### config.mk
export PLATFORM = sky130hd
export DESIGN_NAME = sensor_clock_controller
export DESIGN_NICKNAME = d
export VERILOG_FILES = /design/src/rtl/sensor_clock_controller.sv
export SDC_FILE = /design/constraint.sdc
export NUM_CORES = 1
export LEC_CHECK = 0
export BUFFER_PORTS_ARGS = -buffer_cell sky130_fd_sc_hd__buf_2
export CORE_MARGIN = 3
export CORE_UTILIZATION = 40
export CTS_BUF_LIST = sky130_fd_sc_hd__clkbuf_16
export DETAILED_ROUTE_END_ITERATION = 7
export HOLD_SLACK_MARGIN = 0.06
export PLACE_DENSITY = 0.61
export SYNTH_ARGS = -nofsm -noshare
export SYNTH_HDL_FRONTEND = slang
export SYNTH_SLANG_ARGS = --single-unit
### constraint.sdc
create_clock -name input_clock -period 3.3 [get_ports input_clock]
set_input_delay 0.66 -clock input_clock [delete_from_list [all_inputs] [get_ports input_clock]]
set_output_delay 0.66 -clock input_clock [all_outputs]
set_load 0.1 [all_outputs]
### src/rtl/sensor_clock_controller.sv
// -----------------------------------------------------------------------------
// sensor_clock_controller
//
// Runtime controller for the camera sensor master clock (XCLK). It produces
// output_clock as a registered divide of input_clock. The half-period is
// programmable at runtime through a valid/ready config handshake. Start, stop
// and divisor changes take effect only at clean phase boundaries, so the
// sensor never sees a runt pulse.
//
// Ports:
//   input_clock      sole clock
//   reset            synchronous, active-high
//   enable           level: 1 = run output clock, 0 = stop at next fall
//   cfg_half_period  requested half-period in input_clock cycles (0 -> 1)
//   cfg_valid        config request
//   cfg_ready        config can be accepted (nothing pending)
//   output_clock     divided sensor clock, registered
//   rise_strobe      high in the first cycle output_clock is 1
//   fall_strobe      high in the first cycle output_clock is 0 again
//   running          state is RUN or STOPPING
//   stable           STARTUP_PERIODS rising edges seen since last start/apply
//
// Optional feature (macro SENSOR_CLOCK_PERIOD_COUNT_EN):
//   adds period_count[31:0], a free-running count of rising edges that
//   wraps and is cleared only by reset.
// -----------------------------------------------------------------------------
module sensor_clock_controller #(
   parameter int COUNTER_WIDTH       = 8,
   parameter int DEFAULT_HALF_PERIOD = 2,
   parameter int STARTUP_PERIODS     = 16
) (
   input  logic                     input_clock,
   input  logic                     reset,
   input  logic                     enable,
   input  logic [COUNTER_WIDTH-1:0] cfg_half_period,
   input  logic                     cfg_valid,
   output logic                     cfg_ready,
   output logic                     output_clock,
   output logic                     rise_strobe,
   output logic                     fall_strobe,
   output logic                     running,
   output logic                     stable
`ifdef SENSOR_CLOCK_PERIOD_COUNT_EN
   ,output logic [31:0]             period_count
`endif
);

   localparam logic [1:0] ST_IDLE     = 2'd0;
   localparam logic [1:0] ST_RUN      = 2'd1;
   localparam logic [1:0] ST_STOPPING = 2'd2;

   localparam int STARTUP_W = $clog2(STARTUP_PERIODS + 1);

   localparam logic [COUNTER_WIDTH-1:0] ONE          = COUNTER_WIDTH'(1);
   localparam logic [COUNTER_WIDTH-1:0] ZERO         = '0;
   localparam logic [COUNTER_WIDTH-1:0] DEFAULT_HALF = COUNTER_WIDTH'(DEFAULT_HALF_PERIOD);
   localparam logic [STARTUP_W-1:0]     STARTUP_DONE = STARTUP_W'(STARTUP_PERIODS);

   logic [1:0]               state;
   logic [1:0]               next_state;
   logic [COUNTER_WIDTH-1:0] counter;
   logic [COUNTER_WIDTH-1:0] half_period;
   logic [COUNTER_WIDTH-1:0] pending_half;
   logic                     pending;
   logic [STARTUP_W-1:0]     startup_count;

   logic active;
   logic phase_end;
   logic rise_edge;
   logic fall_edge;
   logic accept;
   logic apply_now;

   // Boundary decode: phase_end marks the edge at which output_clock toggles.
   assign active    = (state == ST_RUN) || (state == ST_STOPPING);
   assign phase_end = active && (counter == (half_period - ONE));
   assign rise_edge = phase_end && !output_clock;
   assign fall_edge = phase_end &&  output_clock;

   // Handshake. accept and apply_now are mutually exclusive because accept
   // needs pending low and apply needs it high, so a config accepted on a
   // fall boundary waits for the following one.
   assign cfg_ready = !pending;
   assign accept    = cfg_valid && cfg_ready;
   assign apply_now = pending && ((state == ST_IDLE) || fall_edge);

   assign running   = active;
   assign stable    = (startup_count == STARTUP_DONE);

   // Re-asserting enable while STOPPING returns to RUN without touching the
   // counter or phase, so an aborted stop is invisible on the output.
   always_comb begin
      next_state = state;
      case (state)
         ST_IDLE:     if (enable) next_state = ST_RUN;
         ST_RUN:      if (!enable) next_state = ST_STOPPING;
         ST_STOPPING: begin
            if (enable)         next_state = ST_RUN;
            else if (fall_edge) next_state = ST_IDLE;
         end
         default:     next_state = ST_IDLE;
      endcase
   end

   // Control and divider state.
   always_ff @(posedge input_clock) begin
      if (reset) begin
         state        <= ST_IDLE;
         counter      <= ZERO;
         output_clock <= 1'b0;
         rise_strobe  <= 1'b0;
         fall_strobe  <= 1'b0;
      end else begin
         state       <= next_state;
         rise_strobe <= rise_edge;
         fall_strobe <= fall_edge;
         if (next_state == ST_IDLE) begin
            // Entering or staying idle always parks the output low.
            output_clock <= 1'b0;
            counter      <= ZERO;
         end else if (phase_end) begin
            output_clock <= !output_clock;
            counter      <= ZERO;
         end else if (active) begin
            counter <= counter + ONE;
         end else begin
            // IDLE -> RUN: first rise lands half_period cycles later.
            counter <= ZERO;
         end
      end
   end

   // Config capture and apply.
   always_ff @(posedge input_clock) begin
      if (reset) begin
         pending     <= 1'b0;
         half_period <= DEFAULT_HALF;
      end else if (accept) begin
         pending <= 1'b1;
      end else if (apply_now) begin
         pending     <= 1'b0;
         half_period <= pending_half;
      end
   end

   // Requested value held until apply; a zero request means divide-by-2.
   always_ff @(posedge input_clock) begin
      if (accept) begin
         pending_half <= (cfg_half_period == ZERO) ? ONE : cfg_half_period;
      end
   end

   // Startup qualification: rising edges seen in RUN, saturating.
   always_ff @(posedge input_clock) begin
      if (reset) begin
         startup_count <= '0;
      end else if ((next_state == ST_IDLE) || apply_now) begin
         startup_count <= '0;
      end else if ((state == ST_RUN) && rise_edge && (startup_count != STARTUP_DONE)) begin
         startup_count <= startup_count + STARTUP_W'(1);
      end
   end

`ifdef SENSOR_CLOCK_PERIOD_COUNT_EN
   // Lifetime rising-edge count; survives stop and apply, wraps naturally.
   always_ff @(posedge input_clock) begin
      if (reset) begin
         period_count <= 32'd0;
      end else if (rise_edge) begin
         period_count <= period_count + 32'd1;
      end
   end
`endif

endmodule

==> reports/qor.yml <==
layout-area-overhead-vs-synth_pct: 14.0
period_needed_ns: 2.99
fin_crit_sh_pct: 90.7
leakagePower_uw: 0.000829
cts_sinks: 35
ctsHoldBuffers: 0
switching_share_pct: 29.4
cp.required_ns: 3.45
switchingPower_uw: 338
power_frac_comb_pct: 17.7
final_net_count: 243
setup_tns_ns: 0
grt_use_total_pct: 15.1
drive_gt1_share_pct: 15.2
synth_nets: 230
cpPeakStageDelay_ns: 0.54
ys_warn_count: 0
synthArstFlopShare_pct: 0
die_x_um: 75.3
drc: 0
fmaxAchievable_mhz: 334
synth-edff-count: 8
htree_levels: 2
globalplace.congestion: 0.810
max-cap-violations: 0
slowest_stage: "or4_4"
dr_total_vias: 1476
gr-total-overflow: 0
status: "finished, final reports clean"
hold_viol: 0
clockPowerShare_pct: 40.4
grt_pass1_wl_um: 6440
dpl.hpwl_um: 2620
grt_pass1_vias: 1368
wl_per_cell_um: 13.2
vdd_drop_max_uv: 257
power_frac_seq_pct: 41.9
die_h_um: 75.3
io_buffers: 17
finalSetupViolCount: 0
start_util_pct: 42.7
yosysSeqAreaShare_pct: 40.6
fin_util_pct: 48.7
vias_per_cell: 5.35
cp_cell_sequence: "inv_1, ha_1, o21ba_1, a221oi_1, a41oi_1, or4_4, or4_1, a2111oi_0"
clk_latency_ns: 0.28
root_buffer: "clkbuf_16"
pin_count: 18
p_int_uw: 812
finClkSkew_ns: 0.00752
start_kind: "register"
tightest_slew_ns: 0.669
end_kind: "register"
cp_data_arrival_time_ns: 3.15
syn_avg_cell_area_um2: 9.16
post_cts_resized: 0
rows: 24
p_per_area_mw_per_mm2: 525
synth_ff_type: "dfxtp_1"
max-clock-path-buffers: 2
insertedDiodeCount: 0
final_antenna_net_count: 0
drt_wl_total_um: 3640
worst-setup-path-type: "reg -> reg"
dieArea_mm2: 0.00568
cts_tree: "done"
synthesis.area_mm2: 0.00192
cts_made_buffers: 5
maxSlewViolCount: 0
synth_cells: 210
antenna_found_initial: 0
hold_path.class: "reg -> reg"
path_max_fanout: 14
clk_pin_slew_ns: 0.06
relSlewSlack_pct: 55.0
core_area_mm2: 0.00450
rsz0062_at_grt: "false"
drtPass1Iterations: 4
drt_iter0_drc: 35
yosysUniqueCellTypes: 42
ys_ff_latch: 35
post_cts_buffers: 0
grt_max_degree: 21
synthesized netlist by cell type, drive strengths merged (2+ instances only):
cell	instances	area, µm²
ha	8	100
edfxtp	8	240
nor4	4	46.3
o31ai	6	45.0
nor2	15	56.3
clkbuf	12	45.0
and3	3	18.8
a21oi	7	35.0
o21ai	4	20.0
nor3	6	30.0
inv	13	48.8
a2111oi	5	43.8
nor2b	4	25.0
nand2b	15	93.8
o311ai	2	17.5
dfxtp	27	541
xnor2	7	61.3
or4	4	33.8
buf	3	15.0
o21bai	2	15.0
mux2i	8	80.1
nand4	5	31.3
nand2	10	37.5
xor2	9	78.8
nand3	10	50.1
state kept, by name, indices dropped and copies added (netlist names):
| register | cells |
|---|---|
| state | 2 |
| output_clock | 1 |
| pending_half | 8 |
| half_period | 8 |
| startup_count | 5 |
| pending | 1 |
| fall_strobe | 1 |
| counter | 8 |
| rise_strobe | 1 |
power groups by stage:
stage               clock, µW  combinational [µW]  sequential (µW)
floorplan                   0                 156              489
global placement            0                 202              491
detailed placement          0                 202              491
CTS                       481                 203              482
global route              500                 224              485
finish                    465                 203              482
logic make-up (layout without fill, tap and decap cells):
group           after synthesis  in the layout  share of synthesized area, %
fa+ha+maj                     8              8                          5.21
compound gates               37             37                          14.3
buf+inv                      28             42                          5.66
mux                           8              8                          4.16
flops                        35             35                          40.6
xor+xnor                     16             16                          7.29
simple gates                 78             78                          22.8
worst paths after layout:
path / from / endpoint / slack, ns / cells past startpoint
min reg2reg: half_period[7]$_SDFFE_PP0P_ / half_period[7]$_SDFFE_PP0P_ / 0.50 / 2
min: half_period[7]$_SDFFE_PP0P_ / half_period[7]$_SDFFE_PP0P_ / 0.50 / 2
max: half_period[0]$_SDFFE_PP0P_ / startup_count[3]$_SDFFE_PP0P_ / 0.31 / 8
max reg2reg: half_period[0]$_SDFFE_PP0P_ / startup_count[3]$_SDFFE_PP0P_ / 0.31 / 8
worst max-delay path: cells and delay by family, from the launching register on:
| kind | cells | cell delay (ns) |
|---|---|---|
| AOI/OAI and AO/OA | 4 | 1.01 |
| adders and majority gates | 1 | 0.31 |
| buffers and inverters | 1 | 0.08 |
| DFF | 1 | 0.44 |
| and+or+nand+nor | 2 | 1.03 |
routing by layer:
layer	track usage, %	vias to the layer above	share of wire (%)
li1	-	772	-
met1	20.4	667	50
met5	0	-	0
met3	4.35	7	4.2
met2	22.1	30	43
met4	7.57	0	2.2
stage by stage:
stage | power, µW | area (µm²) | worst slack [ns] | hold WS (ns) | instances
3_5_place_dp | 693 | 2040 | 0.346 | 0.483 | 268
4_1_cts | 1170 | 2190 | 0.308 | 0.497 | 276
2_1_floorplan | 645 | 1920 | 0.275 | 0.458 | 210
6_report | 1150 | 2190 | 0.306 | 0.498 | 276
3_3_place_gp | 692 | 2040 | 0.492 | 0.483 | 268
5_1_grt | 1210 | 2190 | 0.0427 | 0.535 | 276
layout by cell type, fill, tap and decap left out, types with 2 or more instances in the layout:
cell type / synthesis / layout
ha_1: 8 / 8
buf_4: 0 / 4
o21bai_1: 2 / 2
and3_1: 3 / 3
nand2_1: 10 / 10
o311ai_0: 2 / 2
nor3_1: 6 / 6
xor2_1: 9 / 9
o21ai_0: 3 / 3
nand3_1: 10 / 10
xnor2_1: 7 / 7
buf_2: 3 / 17
clkinvlp_4: 0 / 2
nor2b_1: 4 / 4
nor2_1: 15 / 15
nand4_1: 5 / 5
a2111oi_0: 5 / 5
o31ai_1: 6 / 6
a21oi_1: 7 / 7
nor4_1: 2 / 2
clkbuf_16: 0 / 5
inv_1: 13 / 13
nand2b_1: 15 / 15
edfxtp_1: 8 / 8
or4_1: 3 / 3
mux2i_1: 8 / 8
dfxtp_1: 27 / 27
layout make-up:
type                    count  area (µm²)
fillers                   433        2310
multi-input cells         147        1030
flip-flops and latches     35         781
clock buffers               5         125
repair buffers             21         115
well taps                  52        65.1
inverters                  13        48.8
clock inverters             3        23.8
Power figures use the tool's default switching activity.
